==> src/rtl/smg_pkg.sv <==
// Shared types and constants for the 4-digit seven-segment display controller.
// Build option: SMG_BLANK_LEADING_EN blanks the top index digit while it is zero.
package smg_pkg;

    typedef enum logic [1:0] {
        ST_IDLE,
        ST_READ,
        ST_WAIT,
        ST_LOAD
    } fetch_state_e;

    localparam int NUM_DIGITS = 4;
    localparam logic [7:0] SEG_BLANK = 8'hFF;

    // Active-low {g,f,e,d,c,b,a}, entry 0 in the low bits.
    localparam logic [15:0][6:0] HEX_SEG = {
        7'h0E, 7'h06, 7'h21, 7'h46,
        7'h03, 7'h08, 7'h10, 7'h00,
        7'h78, 7'h02, 7'h12, 7'h19,
        7'h30, 7'h24, 7'h79, 7'h40
    };

endpackage

==> src/rtl/smg_hex_decode.sv <==
// Combinational hex nibble to active-low seven-segment pattern.
module smg_hex_decode
    import smg_pkg::*;
(
    input  logic [3:0] nibble,
    output logic [6:0] seg_n
);

    assign seg_n = HEX_SEG[nibble];

endmodule

==> src/rtl/smg_disp_ctrl.sv <==
// FIFO-fed byte fetcher with a multiplexed 4-digit hex display (index.data).
// Build option: SMG_BLANK_LEADING_EN blanks digit3 while idx_q[7:4] is zero.
module smg_disp_ctrl
    import smg_pkg::*;
#(
    parameter int RD_LAT = 1
) (
    input  logic       clk_50MHz,
    input  logic       rst,
    input  logic       scan_tick,
    input  logic       next_tick,
    input  logic       fifo_empty,
    input  logic [7:0] fifo_rdata,
    output logic       fifo_rd,
    output logic [7:0] seg,
    output logic [3:0] sel,
    output logic       underflow
);

    localparam logic [1:0] WAIT_LAST = 2'(RD_LAT - 2);

    fetch_state_e state_q, state_d;
    logic       pend_q, pend_d;
    logic       underflow_q, underflow_d;
    logic [7:0] data_q, data_d;
    logic [7:0] idx_q, idx_d;
    logic [1:0] wait_cnt_q, wait_cnt_d;
    logic [1:0] ptr_q, ptr_d;
    logic [NUM_DIGITS-1:0] sel_q, sel_d;
    logic [7:0] seg_q, seg_d;
    logic       rd_c;
    logic [1:0] ptr_nxt;
    logic [3:0] nib_c;
    logic [6:0] hex_c;
    logic       blank_c;

    always_comb begin
        state_d     = state_q;
        pend_d      = pend_q;
        underflow_d = underflow_q;
        data_d      = data_q;
        idx_d       = idx_q;
        wait_cnt_d  = wait_cnt_q;
        rd_c        = 1'b0;
        // A single request can be queued while a fetch is in flight.
        if (next_tick && state_q != ST_IDLE) begin
            pend_d = 1'b1;
        end
        unique case (state_q)
            ST_IDLE: begin
                if (next_tick || pend_q) begin
                    pend_d = 1'b0;
                    if (fifo_empty) begin
                        underflow_d = 1'b1;
                    end else begin
                        state_d = ST_READ;
                    end
                end
            end
            ST_READ: begin
                if (fifo_empty) begin
                    state_d = ST_IDLE;
                end else begin
                    rd_c       = 1'b1;
                    wait_cnt_d = 2'd0;
                    state_d    = (RD_LAT == 1) ? ST_LOAD : ST_WAIT;
                end
            end
            ST_WAIT: begin
                if (wait_cnt_q == WAIT_LAST) begin
                    state_d = ST_LOAD;
                end else begin
                    wait_cnt_d = wait_cnt_q + 2'd1;
                end
            end
            ST_LOAD: begin
                data_d  = fifo_rdata;
                idx_d   = idx_q + 8'd1;
                state_d = ST_IDLE;
            end
            default: state_d = ST_IDLE;
        endcase
    end

    assign ptr_nxt = ptr_q + 2'd1;

    always_comb begin
        nib_c = data_q[3:0];
        unique case (ptr_nxt)
            2'd0: nib_c = data_q[3:0];
            2'd1: nib_c = data_q[7:4];
            2'd2: nib_c = idx_q[3:0];
            2'd3: nib_c = idx_q[7:4];
            default: nib_c = data_q[3:0];
        endcase
    end

    smg_hex_decode u_hex (
        .nibble (nib_c),
        .seg_n  (hex_c)
    );

`ifdef SMG_BLANK_LEADING_EN
    assign blank_c = (ptr_nxt == 2'd3) && (idx_q[7:4] == 4'h0);
`else
    assign blank_c = 1'b0;
`endif

    always_comb begin
        ptr_d = ptr_q;
        sel_d = sel_q;
        seg_d = seg_q;
        if (scan_tick) begin
            ptr_d = ptr_nxt;
            sel_d = ~(NUM_DIGITS'(1) << ptr_nxt);
            // Decimal point marks the boundary between index and data.
            seg_d = blank_c ? SEG_BLANK : {(ptr_nxt != 2'd2), hex_c};
        end
    end

    always_ff @(posedge clk_50MHz) begin
        if (rst) begin
            state_q     <= ST_IDLE;
            pend_q      <= 1'b0;
            underflow_q <= 1'b0;
            data_q      <= 8'h00;
            idx_q       <= 8'h00;
            wait_cnt_q  <= 2'd0;
            ptr_q       <= 2'd3;
            sel_q       <= '1;
            seg_q       <= SEG_BLANK;
        end else begin
            state_q     <= state_d;
            pend_q      <= pend_d;
            underflow_q <= underflow_d;
            data_q      <= data_d;
            idx_q       <= idx_d;
            wait_cnt_q  <= wait_cnt_d;
            ptr_q       <= ptr_d;
            sel_q       <= sel_d;
            seg_q       <= seg_d;
        end
    end

    assign fifo_rd   = rd_c & ~rst;
    assign seg       = seg_q;
    assign sel       = sel_q;
    assign underflow = underflow_q;

endmodule

==> config.mk <==
export PLATFORM = sky130hd
export DESIGN_NAME = smg_disp_ctrl
export DESIGN_NICKNAME = d
export VERILOG_FILES = /design/src/rtl/smg_pkg.sv /design/src/rtl/smg_hex_decode.sv /design/src/rtl/smg_disp_ctrl.sv
export SDC_FILE = /design/constraint.sdc
export NUM_CORES = 1
export LEC_CHECK = 0
export CAP_MARGIN = 20
export CORE_MARGIN = 5
export CORE_UTILIZATION = 30
export CTS_CLUSTER_DIAMETER = 80
export DETAILED_ROUTE_END_ITERATION = 7
export HOLD_SLACK_MARGIN = 0.03
export PLACE_DENSITY = 0.52
export SYNTH_ARGS = -nofsm -noshare
export SYNTH_HDL_FRONTEND = slang
export SYNTH_SLANG_ARGS = --single-unit
==> constraint.sdc <==
create_clock -name clk_50MHz -period 1.9 [get_ports clk_50MHz]
set_input_delay 0.285 -clock clk_50MHz [delete_from_list [all_inputs] [get_ports clk_50MHz]]
set_output_delay 0.285 -clock clk_50MHz [all_outputs]
set_load 0.05 [all_outputs]
==> impl_results.md, run 1 <==
* Clock power frac at 35.2%
* Num rows at 27
* Worst Hold End: data_q[0]
* First-pass GRT wire length at 7410 um
* R2R Setup Slk at -0.09 ns
* Yosys reg bits at 35
* Syn. warnings at 0
* CP required at 2.08 ns
* Critical path arrival at 2.17 ns
* Ys flop type: dfxtp_1
* Sequential fraction of the synthesis area at 40.6%
* Worst hold stages at 2
* I/O pin total at 27
* Hold path startpoint: data_q[0]
* DRT Pass-1 Iters at 5
* Clock Sink Count at 35
* Final net count at 289
* Reg power frac at 46.6%
* Final Skew at 0.00694 ns
* Syn Area/Cell at 8.29 sq um
* CP Launch Type: register
* Library cells used by synthesis at 33
* Yosys top cell by area: dfxtp_1
* RSZ-0062 raised after global routing: true
* Initial DRC count at 64
* DRC at 0
* R2R cell count at 9
* Critical R2R Launch: ptr_q[0]
* Initial Utilization at 31.1%
* Hold Vio Cnt, Final at 0
* Int Power at 1.23 mW
* Area grow syn2layout at 47.0%
* Clk_lat worst skew at 0.29 ns
* Power density over the cells at 664 mW/mm^2
* Vias in the first global route at 1620
* Final worst slack at -0.0865 ns
* Synth Cell Area at 0.00172 sq mm
* Cells after Synth at 208
* WS Path Type: reg -> reg
* Count of pins over their slew limit at 0
* RR Endpoint: seg[3]
* CTS buffer count at 5
* CTS tree: yes
* DIE HEIGHT at 85.8 um
* Post-synth top cells: nand2_1 (37), dfxtp_1 (35), nor2_1 (21)
* # setup viols final at 7
* Pleak at 0.978 nW
* Gpl congestion at 0.792
* Fin crit period at 1.99 ns
* Hold/Removal Path Class: reg -> reg
* Most numerous cell in the Yosys netlist: nand2_1
* Die ar. at 0.00736 sq mm
* Port bufs at 26
* CTS Buffer Depth at 2
* Setup_tns at -0.323 ns
* Synth Net Count at 234
* Core Box Area at 0.00554 sq mm
* Post-synth top area share at 40.6%
* Clock transition at path regs at 0.07 ns
* DRT antenna net count at 0
* Violated checks: setup timing
* Critical-path maximum fanout at 5
* WL/cell at 12.3 um
* Fraction of layout cells with a size suffix above 1 at 25.4%
* CTS Hold Bufs at 0
* Initial antenna violation count at 0
* Post-synthesis async set-or-reset flop share at 0%
* Via density at 4.73
* Drt total wl at 4150 um
* Die W at 85.8 um
* Final core occ at 45.8%
* Post-DP HPWL at 2840 um
* Final period utilization at 105%
* Max Cap Viol at 0
* Status: finished with violations
* Endpoint class of the critical path: register
* Net Sw Frac at 26.7%
* Routed vias at 1589
* Largest net degree at the start of global routing at 20
* ANT cells at 0
* Switch Pwr at 0.449 mW
* H-tree levels at 2
* Total GRT Usage at 12.7%
* Worst slack at placement at -0.277 ns
* Logic pwr share at 18.2%
* Largest cells by area after synthesis: dfxtp_1 (41%), ha_1 (9.4%), nand2_1 (8.1%)
* Total grt overflow at 0
* Post-synth EDFFs at 0
* Worst Max-Slew Pin Slew at 0.496 ns
* VDD IR-drop max at 0.353 mV
* Relative slew slack at 66.8%
* Root Buffer: clkbuf_8
* Fmax at 503 MHz
[how the worst max path moves through the flow]
stage | start | endpoint | slack (ns)
after floorplan | ptr_q[1] | seg[3] | -0.07
after global placement | ptr_q[1] | seg[3] | -0.18
after detailed placement | ptr_q[1] | seg[3] | -0.28
after CTS | ptr_q[0] | seg[3] | -0.06
after global routing | ptr_q[0] | seg[0] | -0.20
final | ptr_q[0] | seg[3] | -0.09
[registers in the layout, summed over array words and instances, names as in the netlist]
register,flops
seg,8
state_q,2
pend_q,1
sel,3
wait_cnt_q,2
underflow,1
ptr_q,2
data_q,8
idx_q,8
[power groups by stage]
| stage | logic [mW] | registers [mW] | clock network [mW] |
|---|---|---|---|
| after floorplan | 0.108 | 0.852 | 0 |
| after global placement | 0.267 | 0.796 | 0 |
| after detailed placement | 0.268 | 0.798 | 0 |
| after CTS | 0.305 | 0.784 | 0.625 |
| after global routing | 0.333 | 0.788 | 0.652 |
| final | 0.307 | 0.784 | 0.593 |
[critical path, stage by stage (launching register included)]
cell	delay (ns)
dfxtp_4	0.41
inv_4	0.06
ha_4	0.17
a222oi_1	0.33
mux2_4	0.26
inv_4	0.04
ha_4	0.17
mux2_4	0.27
o21ai_2	0.11
o21ai_1	0.06
[timing repair]
action / in CTS / in global routing
resized for setup: 33 / 1
setup buffers: 9 / 0
setup endpoints to repair: 7 / 7
pin swaps: 12 / 2
[final cells by class]
class | instances | area, sq um
Tap cell | 72 | 90.1
Inverter | 11 | 46.3
Multi-Input combinational cell | 151 | 1070
Timing Repair Buffer | 59 | 522
Sequential cell | 35 | 706
Clock buffer | 8 | 100
Fill cell | 564 | 3010
[logic make-up (layout without fill, tap and decap cells)]
| family | Yosys count | count (layout) | share of synthesized area [%] |
|---|---|---|---|
| DFF | 35 | 35 | 40.6 |
| muxes | 7 | 7 | 4.50 |
| AOI/OAI and AO/OA | 42 | 42 | 15.1 |
| xor gates and xnor gates | 9 | 9 | 4.57 |
| buffers and inverters | 22 | 78 | 5.95 |
| adders and majority gates | 13 | 13 | 9.43 |
| and+or+nand+nor | 80 | 80 | 19.8 |
[metrics by stage]
stage / instances / total power [mW] / hold slack (ns) / area, sq um
after detailed placement: 319 / 1.07 / 0.449 / 2220
after global placement: 319 / 1.06 / 0.446 / 2220
after CTS: 336 / 1.71 / 0.459 / 2530
after floorplan: 208 / 0.960 / 0.421 / 1740
after global routing: 336 / 1.77 / 0.480 / 2530
final: 336 / 1.68 / 0.454 / 2530
[layout by cell type, fill, tap and decap left out, types with 2 or more instances in the layout]
cell type	n
o21ai_0	4
nor2b_1	2
inv_2	2
nand4_1	5
mux2_4	3
clkdlybuf4s50_1	25
nand2_1	37
xnor2_1	4
xor2_1	4
a31oi_1	3
inv_1	7
a21oi_1	20
nor3_1	7
nand3_1	3
o21ai_2	2
mux2i_2	2
buf_4	32
ha_1	5
inv_4	2
dfxtp_1	33
ha_4	7
a222oi_1	4
clkbuf_8	7
o211ai_1	2
nor2_1	21
[per-layer routing]
layer | track usage, % | part of all wire (%) | vias to the layer above
li1 | - | - | 823
met1 | 15.9 | 48 | 726
met2 | 20.3 | 46 | 34
met3 | 2.98 | 4.6 | 6
met4 | 6.19 | 1.6 | 0
met5 | 0 | 0 | -
(Power assumes the default switching activity.)
==> run 2, diff against run 1 <==
--- a/config.mk
+++ b/config.mk
@@ -6,7 +6,6 @@
 export NUM_CORES = 1
 export LEC_CHECK = 0
 export CAP_MARGIN = 20
-export CORE_MARGIN = 5
 export CORE_UTILIZATION = 30
 export CTS_CLUSTER_DIAMETER = 80
 export DETAILED_ROUTE_END_ITERATION = 7
==> run 2 against run 1 <==
Against the previous run:
- the flow still finishes with violations (setup timing)
- total power decreased by 0.98%
- non-clock buffer count did not move
- global-route usage up 2.0 points
- worst setup slack improved by 0.013 ns
- combinational power decreased by 4%
- critical path type unchanged
- via count rose by 0.13%
- largest cell class unchanged
- clock-buffer cell count unchanged
- critical endpoint unchanged
- routed wire length decreased by 4.6%
- register-to-register slack barely moved
- critical path depth unchanged
- sequential power about the same
- die area shrank 18%
==> impl_results.md, run 2 (synthesis results as in run 1) <==
* Via density at 4.72 (was 4.73)
* WL/cell at 11.8 um (was 12.3 um)
* ANT cells at 0 (unchanged)
* H-tree levels at 2 (unchanged)
* DIE HEIGHT at 77.8 um (was 85.8 um)
* Worst hold stages at 2 (unchanged)
* R2R cell count at 9 (unchanged)
* R2R Setup Slk at -0.07 ns (was -0.09 ns)
* DRT Pass-1 Iters at 4 (was 5)
* Hold Vio Cnt, Final at 0 (unchanged)
* Critical path arrival at 2.14 ns (was 2.17 ns)
* Count of pins over their slew limit at 0 (unchanged)
* CTS Buffer Depth at 2 (unchanged)
* Num rows at 27 (unchanged)
* RSZ-0062 raised after global routing: true (unchanged)
* Worst Hold End: data_q[0] (unchanged)
* Final period utilization at 104% (was 105%)
* Critical R2R Launch: ptr_q[1] (was ptr_q[0])
* I/O pin total at 27 (unchanged)
* Relative slew slack at 67.5% (was 66.8%)
* CP required at 2.07 ns (was 2.08 ns)
* DRC at 0 (unchanged)
* CTS buffer count at 5 (unchanged)
* Final core occ at 46.1% (was 45.8%)
* Core Box Area at 0.00551 sq mm (was 0.00554 sq mm)
* CP Cell Sequence: inv_4 -> ha_4 -> buf_4 -> a222oi_1 -> mux2i_2 -> buf_4 -> buf_4 -> a21oi_1 -> o21ai_1 (was inv_4 -> ha_4 -> a222oi_1 -> mux2_4 -> inv_4 -> ha_4 -> mux2_4 -> o21ai_2 -> o21ai_1)
* Crit-path slowest cell: dfxtp_4 (unchanged)
* Multi-input logic area at 0.00105 sq mm (was 0.00107 sq mm)
* Gpl congestion at 0.788 (was 0.792)
* Post-DP Area at 0.00225 sq mm (was 0.00222 sq mm)
* Clock transition at path regs at 0.07 ns (about the same)
* Fraction of layout cells with a size suffix above 1 at 25.3% (was 25.4%)
* Setup_tns at -0.250 ns (was -0.323 ns)
* Filler Cell Count at 543 (was 564)
* DRT antenna net count at 0 (unchanged)
* Root Buffer: clkbuf_8 (unchanged)
* Clock Sink Count at 35 (unchanged)
* Register area at 708 sq um (was 706 sq um)
* Most frequent cells in the layout: nand2_1 (37), dfxtp_1 (33), buf_4 (30) (was nand2_1 (37), dfxtp_1 (33), buf_4 (32))
* RR Endpoint: seg[3] (unchanged)
* Largest net degree at the start of global routing at 29 (was 20)
* Violated checks: setup timing (unchanged)
* CP most frequent cell: buf_4
* Total grt overflow at 0 (unchanged)
* Die ar. at 0.00605 sq mm (was 0.00736 sq mm)
* VDD IR-drop max at 0.367 mV (was 0.353 mV)
* Final net count at 290 (was 289)
* Hold/Removal Path Class: reg -> reg (unchanged)
* Power density over the cells at 656 mW/mm^2 (was 664 mW/mm^2)
* Pleak at 0.983 nW (was 0.978 nW)
* CTS Hold Bufs at 0 (unchanged)
* Fin crit period at 1.97 ns (was 1.99 ns)
* Clk_lat worst skew at 0.28 ns (was 0.29 ns)
* Drt total wl at 3960 um (was 4150 um)
* Routed vias at 1591 (was 1589)
* Initial Utilization at 31.3% (was 31.1%)
* Worst Max-Slew Pin Slew at 0.478 ns (was 0.496 ns)
* Slowest stage delay, CP at 0.38 ns (was 0.41 ns)
* Post-DP HPWL at 2750 um (was 2840 um)
* Status: finished with violations (unchanged)
* Hold path startpoint: data_q[0] (unchanged)
* Area grow syn2layout at 47.3% (was 47.0%)
* Commonest non-fill, non-tap cell in the layout: nand2_1 (unchanged)
* Endpoint class of the critical path: register (unchanged)
* Die W at 77.8 um (was 85.8 um)
* CP Launch Type: register (unchanged)
* Initial DRC count at 107 (was 64)
* Initial antenna violation count at 0 (unchanged)
* Post-route cell area at 0.00254 sq mm (was 0.00253 sq mm)
* CTS tree: yes (unchanged)
* WS Path Type: reg -> reg (unchanged)
* Port bufs at 26 (unchanged)
* # setup viols final at 6 (was 7)
* Final worst slack at -0.0733 ns (was -0.0865 ns)
* First-pass GRT wire length at 7000 um (was 7410 um)
* Fmax at 507 MHz (was 503 MHz)
* Total GRT Usage at 14.7% (was 12.7%)
* Critical path origin: ptr_q[1] (was ptr_q[0])
* Vias in the first global route at 1533 (was 1620)
* Critical-path maximum fanout at 7 (was 5)
* Final Skew at 0.00407 ns (was 0.00694 ns)
* Max Cap Viol at 0 (unchanged)
## run 2: metal layers
| metal | GRT usage, % | up-vias | wire length (um) |
|---|---|---|---|
| li1 | - | 833 | - |
| met1 | 20.1 | 724 | 2020 |
| met2 | 22.3 | 27 | 1760 |
| met3 | 2.59 | 7 | 115 |
| met4 | 6.60 | 0 | 67 |
| met5 | 0 | - | 0 |
## run 2: stage by stage
step	hold slack (ns)	setup WS, ns	instances	power, mW
3_5_place_dp	0.447	-0.216	321	1.07
4_1_cts	0.460	-0.0603	335	1.69
2_1_floorplan	0.421	-0.0731	208	0.960
3_3_place_gp	0.446	-0.181	321	1.07
6_report	0.455	-0.0733	337	1.67
5_1_grt	0.495	-0.183	337	1.75
## run 2: worst max path at each step
stage	endpoint	slack (ns)	cells past startpoint
final	seg[3]	-0.07	9
after global routing	seg[3]	-0.18	9
after detailed placement	seg[1]	-0.22	8
after global placement	seg[3]	-0.18	6
after CTS	seg[3]	-0.06	9
after floorplan	seg[3]	-0.07	9
## run 2: final cells by class
cell class	count	share of cell area [%]
Timing Repair Buffer	59	21.2
Multi-Input combinational cell	152	41.5
Sequential cell	35	27.9
Tap cell	72	3.55
Clock buffer	8	3.94
Inverter	11	1.92
## run 2: timing repair
item	4_1_cts	5_1_grt
pin swaps	14	5
resized for setup	27	8
cloned	1	0
setup buffers	5	2
endpoints found under the hold margin	0	0
setup endpoints to repair	7	7
## run 2: worst max-delay path, delay by kind of cell, from the launching register on
family	cells	cell delay [ns]
buffers and inverters	4	0.51
muxes	1	0.24
AOI/OAI and AO/OA	3	0.58
DFF	1	0.38
adders and majority gates	1	0.16
## run 2: power breakdown
group          switching, mW  total [mW]  internal (mW)
clock                  0.256       0.587          0.331
sequential            0.0245       0.786          0.761
combinational          0.158       0.294          0.136
total                  0.439        1.67           1.23
